`src/rtl/mm_ctrl_pkg.sv`:
```
// Shared types and constants for the host-side RAM/accelerator sequencer.
package mm_ctrl_pkg;

    typedef enum logic [3:0] {
        ST_RX    = 4'd0,
        ST_WRAB  = 4'd1,
        ST_LDMAT = 4'd2,
        ST_START = 4'd3,
        ST_WAIT  = 4'd4,
        ST_WRRES = 4'd5,
        ST_RDRES = 4'd6,
        ST_CAPT  = 4'd7,
        ST_TX    = 4'd8
    } state_t;

    localparam int FRAME_BYTES = 8;
    localparam int RES_BYTES   = 4;

    // Word slots of the operand/result RAM
    localparam int WORD_A   = 0;
    localparam int WORD_B   = 1;
    localparam int WORD_RES = 2;

endpackage

```
`src/rtl/word_tx_ser.sv`:
```
// Serializes a 32-bit word into RES_BYTES bytes, MSB first, over valid/ready.
// o_done pulses combinationally with the final accept so the caller can leave
// its wait state on the same edge the last byte is taken.
module word_tx_ser
    import mm_ctrl_pkg::*;
(
    input  logic        i_clk,
    input  logic        i_reset,
    input  logic        i_load,
    input  logic [31:0] i_word,
    input  logic        i_ready,
    output logic [7:0]  o_data,
    output logic        o_valid,
    output logic        o_done
);

    logic [31:0] r_shift;
    logic [1:0]  r_left;
    logic        r_valid;

    // Load the word, then shift one byte out per accepted transfer
    always_ff @(posedge i_clk or negedge i_reset) begin
        if (!i_reset) begin
            r_shift <= '0;
            r_left  <= '0;
            r_valid <= 1'b0;
        end else if (i_load) begin
            r_shift <= i_word;
            r_left  <= 2'(RES_BYTES - 1);
            r_valid <= 1'b1;
        end else if (r_valid && i_ready) begin
            if (r_left == 2'd0) begin
                r_valid <= 1'b0;
                r_shift <= '0;
            end else begin
                r_shift <= {r_shift[23:0], 8'h00};
                r_left  <= r_left - 2'd1;
            end
        end
    end

    assign o_data  = r_shift[31:24];
    assign o_valid = r_valid;
    assign o_done  = r_valid && i_ready && (r_left == 2'd0);

endmodule

```
`src/rtl/ram_host_seq.sv`:
```
// Host sequencer: UART bytes -> X/Y operands in RAM -> accelerator run ->
// result committed to RAM -> result word read back and sent to UART.
//
// state  | meaning
// RX     | collect 8 frame bytes, drop partial frame on inter-byte gap
// WRAB   | write X/Y into RAM (cs/write/utrig)
// LDMAT  | load accelerator operands from RAM (cs/read/read4mat)
// START  | one-cycle mm_start, timeout counter armed
// WAIT   | wait for mm_done or timeout
// WRRES  | commit accelerator result to RAM (cs/write/trig)
// RDRES  | read result word (cs/read/read4c)
// CAPT   | result on read port, loaded into serializer
// TX     | serializer sends 4 bytes, back to RX on done
module ram_host_seq
    import mm_ctrl_pkg::*;
#(
    parameter int TIMEOUT = 1024,
    parameter int RX_GAP  = 65535
) (
    input  logic        i_clk,
    input  logic        i_reset,
    input  logic [7:0]  i_rx_data,
    input  logic        i_rx_valid,
    output logic [7:0]  o_tx_data,
    output logic        o_tx_valid,
    input  logic        i_tx_ready,
    output logic        o_ram_cs,
    output logic        o_ram_read,
    output logic        o_ram_read4mat,
    output logic        o_ram_read4c,
    output logic        o_ram_write,
    output logic        o_ram_trig,
    output logic        o_ram_utrig,
    output logic [31:0] o_ram_x,
    output logic [31:0] o_ram_y,
    input  logic [31:0] i_ram_res_to_c,
    output logic        o_mm_start,
    input  logic        i_mm_done,
    output logic        o_busy,
    output logic        o_err_timeout,
    output logic        o_rx_overrun
);

    localparam int TMO_W = $clog2(TIMEOUT + 1);
    localparam int GAP_W = $clog2(RX_GAP + 1);
    localparam logic [TMO_W-1:0] TMO_LOAD = TMO_W'(TIMEOUT - 1);
    localparam logic [GAP_W-1:0] GAP_LOAD = GAP_W'(RX_GAP - 1);

    state_t           r_state;
    logic [2:0]       r_byte_cnt;
    logic [55:0]      r_asm;
    logic [GAP_W-1:0] r_gap;
    logic [TMO_W-1:0] r_tmo;
    logic             r_cs;
    logic             r_read;
    logic             r_read4mat;
    logic             r_read4c;
    logic             r_write;
    logic             r_trig;
    logic             r_utrig;
    logic [31:0]      r_ram_x;
    logic [31:0]      r_ram_y;
    logic             r_mm_start;
    logic             r_busy;
    logic             r_err_timeout;
    logic             r_rx_overrun;

    logic [63:0]      w_frame;
    logic             w_gap_expired;
    logic             w_ser_load;
    logic             w_ser_done;

    // Incoming byte appended to the bytes already collected (big-endian)
    assign w_frame       = {r_asm, i_rx_data};
    assign w_gap_expired = (r_byte_cnt != 3'd0) && (r_gap == '0);
    assign w_ser_load    = (r_state == ST_CAPT);

    // Sequencer FSM with registered RAM strobes and status outputs
    always_ff @(posedge i_clk or negedge i_reset) begin
        if (!i_reset) begin
            r_state       <= ST_RX;
            r_byte_cnt    <= '0;
            r_asm         <= '0;
            r_gap         <= '0;
            r_tmo         <= '0;
            r_cs          <= 1'b0;
            r_read        <= 1'b0;
            r_read4mat    <= 1'b0;
            r_read4c      <= 1'b0;
            r_write       <= 1'b0;
            r_trig        <= 1'b0;
            r_utrig       <= 1'b0;
            r_ram_x       <= '0;
            r_ram_y       <= '0;
            r_mm_start    <= 1'b0;
            r_busy        <= 1'b0;
            r_err_timeout <= 1'b0;
            r_rx_overrun  <= 1'b0;
        end else begin
            r_cs       <= 1'b0;
            r_read     <= 1'b0;
            r_read4mat <= 1'b0;
            r_read4c   <= 1'b0;
            r_write    <= 1'b0;
            r_trig     <= 1'b0;
            r_utrig    <= 1'b0;
            r_mm_start <= 1'b0;

            if (i_rx_valid && (r_state != ST_RX)) begin
                r_rx_overrun <= 1'b1;
            end

            case (r_state)
                ST_RX: begin
                    if (i_rx_valid) begin
                        r_asm <= w_frame[55:0];
                        r_gap <= GAP_LOAD;
                        if (w_gap_expired) begin
                            // stale partial frame dropped, this byte starts a new one
                            r_byte_cnt <= 3'd1;
                        end else if (r_byte_cnt == 3'(FRAME_BYTES - 1)) begin
                            r_byte_cnt <= '0;
                            r_ram_x    <= w_frame[63:32];
                            r_ram_y    <= w_frame[31:0];
                            r_cs       <= 1'b1;
                            r_write    <= 1'b1;
                            r_utrig    <= 1'b1;
                            r_busy     <= 1'b1;
                            r_state    <= ST_WRAB;
                        end else begin
                            r_byte_cnt <= r_byte_cnt + 3'd1;
                        end
                    end else if (r_byte_cnt != 3'd0) begin
                        if (r_gap == '0) begin
                            r_byte_cnt <= '0;
                        end else begin
                            r_gap <= r_gap - 1'b1;
                        end
                    end
                end
                ST_WRAB: begin
                    r_cs       <= 1'b1;
                    r_read     <= 1'b1;
                    r_read4mat <= 1'b1;
                    r_state    <= ST_LDMAT;
                end
                ST_LDMAT: begin
                    r_mm_start <= 1'b1;
                    r_tmo      <= TMO_LOAD;
                    r_state    <= ST_START;
                end
                ST_START: begin
                    r_state <= ST_WAIT;
                end
                ST_WAIT: begin
                    if (i_mm_done) begin
                        r_cs    <= 1'b1;
                        r_write <= 1'b1;
                        r_trig  <= 1'b1;
                        r_state <= ST_WRRES;
                    end else if (r_tmo == '0) begin
                        r_err_timeout <= 1'b1;
                        r_busy        <= 1'b0;
                        r_state       <= ST_RX;
                    end else begin
                        r_tmo <= r_tmo - 1'b1;
                    end
                end
                ST_WRRES: begin
                    r_cs     <= 1'b1;
                    r_read   <= 1'b1;
                    r_read4c <= 1'b1;
                    r_state  <= ST_RDRES;
                end
                ST_RDRES: begin
                    r_state <= ST_CAPT;
                end
                ST_CAPT: begin
                    r_state <= ST_TX;
                end
                ST_TX: begin
                    if (w_ser_done) begin
                        r_busy  <= 1'b0;
                        r_state <= ST_RX;
                    end
                end
                default: begin
                    r_busy  <= 1'b0;
                    r_state <= ST_RX;
                end
            endcase
        end
    end

    word_tx_ser u_tx_ser (
        .i_clk   (i_clk),
        .i_reset (i_reset),
        .i_load  (w_ser_load),
        .i_word  (i_ram_res_to_c),
        .i_ready (i_tx_ready),
        .o_data  (o_tx_data),
        .o_valid (o_tx_valid),
        .o_done  (w_ser_done)
    );

    assign o_ram_cs       = r_cs;
    assign o_ram_read     = r_read;
    assign o_ram_read4mat = r_read4mat;
    assign o_ram_read4c   = r_read4c;
    assign o_ram_write    = r_write;
    assign o_ram_trig     = r_trig;
    assign o_ram_utrig    = r_utrig;
    assign o_ram_x        = r_ram_x;
    assign o_ram_y        = r_ram_y;
    assign o_mm_start     = r_mm_start;
    assign o_busy         = r_busy;
    assign o_err_timeout  = r_err_timeout;
    assign o_rx_overrun   = r_rx_overrun;

endmodule
```
`config.mk`:
```
export PLATFORM = sky130hd
export DESIGN_NAME = ram_host_seq
export DESIGN_NICKNAME = d
export VERILOG_FILES = /design/src/rtl/mm_ctrl_pkg.sv /design/src/rtl/word_tx_ser.sv /design/src/rtl/ram_host_seq.sv
export SDC_FILE = /design/constraint.sdc
export NUM_CORES = 1
export LEC_CHECK = 0
export CAP_MARGIN = 10
export CORE_AREA = 2 2 134 136
export CTS_BUF_LIST = sky130_fd_sc_hd__clkbuf_8
export CTS_CLUSTER_DIAMETER = 80
export DETAILED_ROUTE_END_ITERATION = 16
export DIE_AREA = 0 0 136 138
export PLACE_DENSITY = 0.78
export REMOVE_ABC_BUFFERS = 1
export SLEW_MARGIN = 20
export SYNTH_ARGS = -nofsm -noshare
export SYNTH_HDL_FRONTEND = slang
export SYNTH_SLANG_ARGS = --single-unit
```
`constraint.sdc`:
```
create_clock -name i_clk -period 2.09 [get_ports i_clk]
set_clock_uncertainty 0.05 [all_clocks]
set_input_delay 0.5225 -clock i_clk [delete_from_list [all_inputs] [get_ports i_clk]]
set_output_delay 0.5225 -clock i_clk [all_outputs]
set_load 0.02 [all_outputs]
```
Word-level counts from Yosys, hierarchy flattened
Index checks and enable logic that the tools add are counted.
{"block": "classes", "n_addsub": 4, "mul": 0, "n_div": 0, "magnitude_cmp": 0, "eq_ne": 19, "shift": 0, "mux": 46, "bitwise": 3, "n_reduce_logical": 27}
{"operator": "$mux W32", "count": 3}
{"operator": "$mux W16", "count": 3}
{"operator": "$pmux W4 S9", "count": 1}
{"operator": "$mux W4", "count": 6}
{"operator": "$mux W11", "count": 2}
{"operator": "$pmux W11 S2", "count": 1}
{"operator": "$mux W1", "count": 19}
{"operator": "$eq A4 B3 Y1 const B", "count": 4}
{"operator": "$logic_not A16 Y1", "count": 1}
{"operator": "$sub A16 B1 Y16 const B", "count": 1}
{"operator": "$mux W3", "count": 5}
{"operator": "$ne A2 B2 Y1 const B", "count": 7}
{"operator": "$reduce_and A3 Y1", "count": 4}
{"operator": "$logic_not A11 Y1", "count": 1}
{"operator": "$sub A11 B1 Y11 const B", "count": 1}
{"operator": "$reduce_bool A2 Y1", "count": 5}
{"operator": "$eq A4 B2 Y1 const B", "count": 2}
{"operator": "$reduce_and A7 Y1", "count": 1}
{"operator": "$mux W2", "count": 3}
{"operator": "$reduce_and A2 Y1", "count": 3}
{"operator": "$reduce_or A6 Y1", "count": 1}
{"operator": "$reduce_and A5 Y1", "count": 1}
{"operator": "$eq A4 B1 Y1 const B", "count": 1}
{"operator": "$eq A4 B4 Y1 const B", "count": 1}
{"operator": "other kinds (16)", "count": 22}
{"block": "totals", "regBits": 200, "latchBits": 0, "mem_bits_rw": 0, "mem_bits_ro": 0, "in_bits": 45, "out_inout_bits": 84, "word_cells": 120, "memories": 0}

Logic depth before layout (Yosys ltp)
Gate-level depths: netlist of the first run.
{"block": "depth", "depth_word": 5, "depth_mapped": 8, "ltp_nobuf": 6}

Modules after synthesis
From an unflattened synthesis of the first run, not the netlist that was laid out.
{"block": "hier_totals", "hier_cells": 771, "area_unflattened_um2": 8682.1}
{"module": "ram_host_seq", "n_inst": 1, "cells_each": 628, "area_each_um2": 7004.2}
{"module": "word_tx_ser", "n_inst": 1, "cells_each": 143, "area_each_um2": 1677.9}

Worst setup path before layout of the first run
No wires, ideal clock.
{"block": "synth_path", "kind": "reg-to-reg", "from": "register r_byte_cnt[0]", "to": "register r_ram_x[0] (netlist: o_ram_x[0])", "t_arrival_ns": 1.871, "t_required_ns": 1.915, "setup_slack_ns": 0.044, "path_stages_with_launch": 9, "path_buffers": 2, "period_less_slack_ns": 2.046, "path_cell_list": "dfrtp_1 inv_1 ha_1 nor2b_1 nor3_2 a211oi_2 buf_6 buf_6 mux2_4"}
{"block": "synth_via", "elab_chain_len": 4}
{"element": "start: declaration", "line": "ram_host_seq.sv:50", "source": "logic [2:0] r_byte_cnt;"}
{"element": "start signal: assignment", "line": "ram_host_seq.sv:131", "source": "r_byte_cnt <= r_byte_cnt + 3'd1;"}
{"element": "$reduce_bool A3 Y1", "line": "ram_host_seq.sv:75", "source": "assign w_gap_expired = (r_byte_cnt != 3'd0) && (r_gap == '0);"}
{"element": "$logic_and A1 B1 Y1", "line": "ram_host_seq.sv:75"}
{"element": "$not A1 Y1 (no line)"}
{"element": "$reduce_and A4 Y1 (no line) (*)"}
{"element": "end signal: assignment", "line": "ram_host_seq.sv:123", "source": "r_ram_x <= w_frame[63:32];"}
{"element": "end: declaration", "line": "ram_host_seq.sv:61", "source": "logic [31:0] r_ram_x;"}
Mark *: on every way between the ends. The rest lies on a longest branch, timed or not.
A chain may end at the register's enable or synchronous reset.

Worst setup path after layout of the first run
{"block": "layout_path", "from": "register r_state[1]", "to": "register r_ram_y[18] (netlist: o_ram_y[18])"}
{"block": "layout_via", "elab_chain_len": 2}
{"element": "start: declaration", "line": "ram_host_seq.sv:49", "source": "state_t r_state;"}
{"element": "start signal: assignment", "line": "ram_host_seq.sv:81", "source": "r_state <= ST_RX;"}
{"element": "start signal: assignment", "line": "ram_host_seq.sv:129", "source": "r_state <= ST_WRAB;"}
{"element": "start signal: assignment", "line": "ram_host_seq.sv:145", "source": "r_state <= ST_LDMAT;"}
{"element": "$logic_not A4 Y1", "line": "ram_host_seq.sv:113", "source": "case (r_state)"}
{"element": "$reduce_and A4 Y1 (no line)"}
{"element": "end signal: assignment", "line": "ram_host_seq.sv:124", "source": "r_ram_y <= w_frame[31:0];"}
{"element": "end: declaration", "line": "ram_host_seq.sv:62", "source": "logic [31:0] r_ram_y;"}
No other way between the ends.

==> metrics.md, run 1 <==
| Metric | Value |
|---|---|
| Share of layout cells above drive strength 1 | 19.3% |
| Total grt overflow | 0 |
| Post-synth cell types | 54 |
| Origin of the critical flop-to-flop path | r_state[1] |
| R2R setup slack | -0.02 ns |
| Number of flops mapped to enable cells by yosys | 0 |
| DP Wirelength | 12,100 um |
| ANT nets after route | 0 |
| Place WS | -0.316 ns |
| Synth top area share | 57.8% |
| Placer congestion estimate | 0.808 |
| Initial core utilization | 49.4% |
| CP endpoint kind | register |
| Fin Setup TNS | -0.187 ns |
| Die Footprint | 18,800 um2 |
| WL/cell | 15.3 um |
| Maximum fanout along the worst path | 11 |
| CTS Buffer Depth | 2 |
| P per Cell Area | 599 nW/um2 |
| Cell Chain, Critical Path | or4_4 > a211oi_4 > buf_4 > clkbuf_16 > mux2_2 |
| Synth-to-Final Area Change | 29.4% |
| Slew Viols, Final | 0 |
| Cells after synthesis | 811 |
| First-pass GRT wire length | 30,300 um |
| Slew margin rel. | 65.2% |
| CP endpoint | o_ram_y[18] |
| Die Y | 138 um |
| Reg2Reg Capture Point | o_ram_y[18] |
| Final hold violation count | 0 |
| Reg clk slew, reported paths | 0.11 ns |
| Total wire length | 18,500 um |
| Final setup violating endpoints | 23 |
| Top cell type by total area after synthesis | dfrtp_1 |
| DP Cell Count | 1,170 |
| Net Sw Frac | 22.7% |
| Leakage | 5.50 nW |
| CP startpoint | r_state[1] |
| Violated checks | setup timing |
| Critical Path RT | 2.39 ns |
| Fmax achieved | 0.475 GHz |
| TritonCTS clock tree | done |
| TritonCTS buffer count | 17 |
| Worst Tran Pin Value | 0.522 ns |
| Drt drc | 0 |
| Max VDD drop | 0.000409 V |
| Worst setup margin | -0.0158 ns |
| Top Ports | 129 |
| Startpoint types | register |
| Final period utilization | 101% |
| # port buffers | 128 |
| Synth area leaders | dfrtp_1 (58%), nand2_1 (9.5%), mux2_2 (6.2%), mux2_4 (2.8%), nor3b_1 (2.5%) |
| Sequential area share after synthesis | 57.8% |
| Core Area | 17,500 um2 |
| Die Width | 136 um |
| Slowest CP cell | or4_4 |
| Num rows | 49 |
| Post-synth ARST share | 100% |
| Filler cell count | 1,392 |
| Final #Nets | 1,021 |
| DR vias | 6,356 |
| Unrepaired setup endpoints after global routing | true |
| Int Pwr | 0.00519 W |
| Max Cap Viol | 0 |
| NetSw | 0.00152 W |
| Sink Count | 200 |
| DRT iter0 DRCs | 345 |
| Hold wc startpoint | o_rx_overrun |
| Synthesized area per cell | 10.7 um2 |
| Comb pwr share | 3.1% |
| Overall Power | 0.00671 W |
| Vias in the first global route | 6,168 |
| Root Driver | clkbuf_8 |
| Flops & latches, synth | 200 |
| Clock power frac | 39.2% |
| Setup CP Type | register to register |
| Max stage delay on crit path | 0.57 ns |
| Largest net degree at the start of global routing | 61 |
| # diodes | 0 |
| Initial antenna violation count | 0 |
| Worst Hold Class | register to register |
| Worst skew pair latency | 0.46 ns |
| Worst Path Arrival | 2.41 ns |
| CTS H-tree depth | 4 |
| Via density | 5.25 |
| Hold Crit Depth | 1 |
| Top_reg_cell synth | dfrtp_1 |
| Crit path time final | 2.11 ns |
| Drt first pass iters | 6 |
| Synthesis Warnings | 0 |
| Outcome | finished, violations left |
| Worst Reg2Reg Path Length in Cells | 5 |
| Count leader, synth | nand2_1 |
| Most instantiated cells after synthesis | nand2_1 (218), dfrtp_1 (200), mux2_2 (48) |
| Tightest hold margin | 0.422 ns |
| Final Instance Count excl. Fillers | 1,210 |
| Reg power frac | 57.7% |
| Synthesized cell area | 8660 um2 |
| Tot GR Track Use | 19.9% |
==> worst min-delay path by stage <==
stage / endpoint / slack (ns)
finish: o_rx_overrun / 0.42
global route: o_rx_overrun / 0.45
CTS: o_rx_overrun / 0.43
detailed placement: r_asm[54] / 0.41
global placement: o_rx_overrun / 0.39
floorplan: o_busy / 0.18
==> cell type report <==
type                       instances  area, um2  area share, %
tap                              229        287           2.56
clock buffer                      17        234           2.09
multi-input combinational        542       3430           30.6
inverter                          13       48.8          0.436
timing repair buffer             194       2010           17.9
clock inverter                    15        191           1.71
sequential                       200       5000           44.7
==> power by group through the flow <==
stage	sequential (W)	combinational (W)	clock, W
4_1_cts	0.00387	0.000213	0.00268
2_1_floorplan	0.00395	0.00000986	0
5_1_grt	0.00387	0.000233	0.00285
3_3_place_gp	0.00395	0.000208	0
6_report	0.00387	0.000207	0.00263
3_5_place_dp	0.00395	0.000210	0
==> metrics by stage <==
step	util, %	area [um2]
detailed placement	60.0	10500
global route	63.9	11200
finish	63.9	11200
CTS	63.0	11000
floorplan	-	8380
global placement	60.0	10500
==> kinds of logic (layout without fill, tap and decap cells) <==
family	after synthesis	count (layout)	share of synthesized area [%]
and+or+nand+nor	370	370	20.9
muxes	74	74	10.2
xor gates and xnor gates	1	1	0.101
AOI/OAI and AO/OA	89	89	6.10
buffers and inverters	69	239	3.79
DFF	200	200	57.8
adders and majority gates	8	8	1.16
==> cell usage in the layout (no fill, tap or decap), types with 5 or more instances in the layout <==
cell type / count
nor3_1: 6
buf_4: 51
mux2_4: 16
or3_1: 5
and2_1: 9
nand2_1: 217
nor4_2: 5
clkdlybuf4s50_1: 108
or2_2: 5
ha_1: 8
o21ai_0: 37
nor2_1: 18
inv_1: 13
dlymetal6s2s_1: 17
nand3_1: 26
dfrtp_1: 200
nor3b_1: 29
mux2_2: 48
o31ai_1: 7
a21oi_1: 27
nor4_1: 7
clkbuf_8: 18
buf_12: 10
mux2i_1: 10
or4_1: 9
==> registers in the layout (all words and copies together), names as in the netlist, 2 cells and up <==
register,count
u_tx_ser.r_left,2
o_ram_x,32
o_ram_y,32
r_state,4
r_byte_cnt,3
r_asm,56
u_tx_ser.r_shift,32
r_tmo,11
r_gap,16
==> what timing repair did <==
item	in CTS	in global routing
setup endpoints to repair	65	84
hold endpoints to repair	50	0
gates cloned	1	2
resized for setup	12	25
pin swaps	1	3
buffers inserted	2	3
hold buffers	1	0
==> routing by layer <==
layer / part of all wire [%] / routed length [um] / vias up / track usage, %
met5: 0 / 0 / - / 0
met4: 0.91 / 169 / 0 / 4.61
met3: 5.6 / 1030 / 14 / 4.80
met2: 49 / 9010 / 157 / 32.3
met1: 45 / 8260 / 3107 / 27.1
li1: - / - / 3078 / -
==> worst max-delay path: cells and delay by family (launching register included) <==
kind / cells / cell delay, ns
simple gates: 1 / 0.57
flops: 1 / 0.39
buf+inv: 2 / 0.37
mux: 1 / 0.35
compound gates: 1 / 0.28
Note: power is estimated with default switching activity, not from simulation.
==> inputs of run 2 (changes only) <==
CORE_AREA = 2 2 125 127   (was 2 2 134 136)
DIE_AREA = 0 0 127 129   (was 0 0 136 138)
DONT_BUFFER_PORTS = 1   (was default)
PLACE_DENSITY = 0.76   (was 0.78)
==> run 2 against run 1 <==
  * The run ends with hold timing, setup timing left
  * Non-clock buffer count shrank 147
  * Clock power down 8.7%
  * Sequential share of layout area rose by 6.1 points
  * Cell count fell by 16%
  * Worst hold slack got worse by 0.73 ns
  * Cell area fell by 12%
  * Total power fell by 6.2%
  * Fmax fell by 1.2%
  * First-iteration DRC count grew 25%
  * Global-route usage increased by 1.2 points
  * Clock-buffer cell count rose by 1
  * Sequential cell count is the same
  * Largest cell class unchanged
  * Highest routed layer unchanged
==> metrics.md, run 2 (synthesis gave the netlist of run 1 again) <==
| Metric | Value |
|---|---|
| Max Cap Viol | 0 (unchanged) |
| CTS H-tree depth | 4 (unchanged) |
| TritonCTS buffer count | 17 (unchanged) |
| Area after DPL | 8960 um2 (was 10,500 um2) |
| Leakage | 4.65 nW (was 5.50 nW) |
| DP Wirelength | 10,700 um (was 12,100 um) |
| Worst Reg2Reg Path Length in Cells | 4 (was 5) |
| Delay-heaviest family, CP | simple AND/OR/NAND/NOR gates (unchanged) |
| Top Ports | 129 (unchanged) |
| Unrepaired setup endpoints after global routing | true (unchanged) |
| DRT iter0 DRCs | 432 (was 345) |
| Worst Path Arrival | 2.44 ns (was 2.41 ns) |
| DP Cell Count | 979 (was 1,170) |
| Root Driver | clkbuf_8 (unchanged) |
| Final hold violation count | 200 (was 0) |
| Synth-to-Final Area Change | 13.9% (was 29.4%) |
| Fin area | 9860 um2 (was 11,200 um2) |
| Tot GR Track Use | 21.1% (was 19.9%) |
| Final Util | 65.8% (was 63.9%) |
| First-pass GRT wire length | 27,700 um (was 30,300 um) |
| Slew margin rel. | 66.8% (was 65.2%) |
| CP endpoint kind | register (unchanged) |
| Maximum fanout along the worst path | 17 (was 11) |
| Reg clk slew, reported paths | 0.10 ns (was 0.11 ns) |
| Outcome | finished, violations left (unchanged) |
| Violated checks | hold timing, setup timing (was setup timing) |
| Final period utilization | 102% (was 101%) |
| Most common cell after layout, fill and taps aside | nand2_1 (unchanged) |
| Startpoint types | register (unchanged) |
| Via density | 5.72 (was 5.25) |
| Share of layout cells above drive strength 1 | 21.8% (was 19.3%) |
| Slew Viols, Final | 0 (unchanged) |
| Worst skew pair latency | 0.47 ns (was 0.46 ns) |
| Origin of the critical flop-to-flop path | r_state[3] (was r_state[1]) |
| Final #Nets | 874 (was 1,021) |
| Reg2Reg Capture Point | o_ram_y[18] (unchanged) |
| Total grt overflow | 0 (unchanged) |
| DR vias | 5,841 (was 6,356) |
| Worst Tran Pin Value | 0.495 ns (was 0.522 ns) |
| Initial core utilization | 57.8% (was 49.4%) |
| Placer congestion estimate | 0.842 (was 0.808) |
| Place WS | -0.0535 ns (was -0.316 ns) |
| Drt drc | 0 (unchanged) |
| Largest net degree at the start of global routing | 201 (was 61) |
| Max reg flops | 56 (unchanged) |
| WL/cell | 17.3 um (was 15.3 um) |
| Die Width | 127 um (was 136 um) |
| Drt first pass iters | 4 (was 6) |
| Die Footprint | 16,400 um2 (was 18,800 um2) |
| Fmax achieved | 0.469 GHz (was 0.475 GHz) |
| Crit path time final | 2.13 ns (was 2.11 ns) |
| Worst Path Buf+Inv | 1 (was 2) |
| Max VDD drop | 0.000394 V (was 0.000409 V) |
| Final Instance Count excl. Fillers | 1,022 (was 1,210) |
| Core Area | 15,000 um2 (was 17,500 um2) |
| # port buffers | 0 (was 128) |
| Total wire length | 17,700 um (was 18,500 um) |
| # diodes | 0 (unchanged) |
| P per Cell Area | 638 nW/um2 (was 599 nW/um2) |
| Critical Path RT | 2.40 ns (was 2.39 ns) |
| Biggest register | r_asm (unchanged) |
| Sink Count | 200 (unchanged) |
| Tightest hold margin | -0.306 ns (was 0.422 ns) |
| TritonCTS clock tree | done (unchanged) |
| Most frequent cells in the layout | nand2_1 (215), dfrtp_1 (199), mux2_4 (57), o21ai_0 (37), buf_4 (34) (was nand2_1 (217), dfrtp_1 (200), clkdlybuf4s50_1 (108), buf_4 (51), mux2_2 (48)) |
| Die Y | 129 um (was 138 um) |
| Max stage delay on crit path | 0.56 ns (was 0.57 ns) |
| Vias in the first global route | 5,587 (was 6,168) |
| Final setup violating endpoints | 37 (was 23) |
| Initial antenna violation count | 0 (unchanged) |
| Num rows | 45 (was 49) |
| Slowest CP cell | or4_4 (unchanged) |
| R2R setup slack | -0.04 ns (was -0.02 ns) |
| Worst Hold Class | input port to asynchronous set/reset pin (was register to register) |
| Worst setup margin | -0.0417 ns (was -0.0158 ns) |
| Cell Chain, Critical Path | or4_4 > a211oi_4 > bufbuf_16 > mux2_2 (was or4_4 > a211oi_4 > buf_4 > clkbuf_16 > mux2_2) |
| ANT nets after route | 0 (unchanged) |
| Setup CP Type | register to register (unchanged) |
| CTS Buffer Depth | 2 (unchanged) |
run 2: area by class of cell:
type / count / area (um2)
repair buffers: 47 / 547
clock inverters: 14 / 150
fillers: 1113 / 5120
inverters: 13 / 48.8
clock buffers: 18 / 248
well taps: 188 / 235
flip-flops and latches: 200 / 5010
multi-input cells: 542 / 3620
run 2: worst max-delay path by stage:
| stage | from | end | slack, ns | cells past startpoint |
|---|---|---|---|---|
| detailed placement | r_byte_cnt[0] | o_ram_x[14] | -0.05 | 7 |
| floorplan | r_state[1] | o_ram_x[12] | -2.67 | 3 |
| finish | r_state[3] | o_ram_y[18] | -0.04 | 4 |
| global route | r_gap[2] | o_ram_cs | -0.07 | 5 |
| global placement | r_byte_cnt[0] | o_ram_x[19] | -0.02 | 7 |
| CTS | r_gap[4] | o_ram_cs | -0.03 | 5 |
run 2: power by group:
part	switching, W	total (W)	internal [W]	leakage (nW)
clock	0.00147	0.00240	0.000930	0.201
sequential	0.00000145	0.00387	0.00387	2.68
combinational	0.00000950	0.0000213	0.0000118	1.77
run 2: routing by layer:
metal  vias to the layer above  part of all wire (%)  track usage, %
li1                       2784                     -               -
met1                      2907                    44            27.8
met3                        15                   5.0            6.36
met2                       135                    50            34.0
met4                         0                   1.1            6.40
met5                         -                     0               0
run 2: repair_timing:
action,4_1_cts,5_1_grt
gates cloned,2,4
setup endpoints to repair,61,98
resized for setup,12,64
endpoints found under the hold margin,200,200
pin swaps,2,7
setup buffers,1,5
run 2: metrics by stage:
step / power [W] / hold slack [ns] / setup TNS (ns)
finish: 0.00629 / -0.306 / -0.580
global route: 0.00652 / -0.353 / -1.69
CTS: 0.00636 / -0.355 / -0.0435
detailed placement: 0.00396 / 0.181 / -1.83
global placement: 0.00396 / 0.181 / -0.357
floorplan: 0.00396 / 0.177 / -244.55
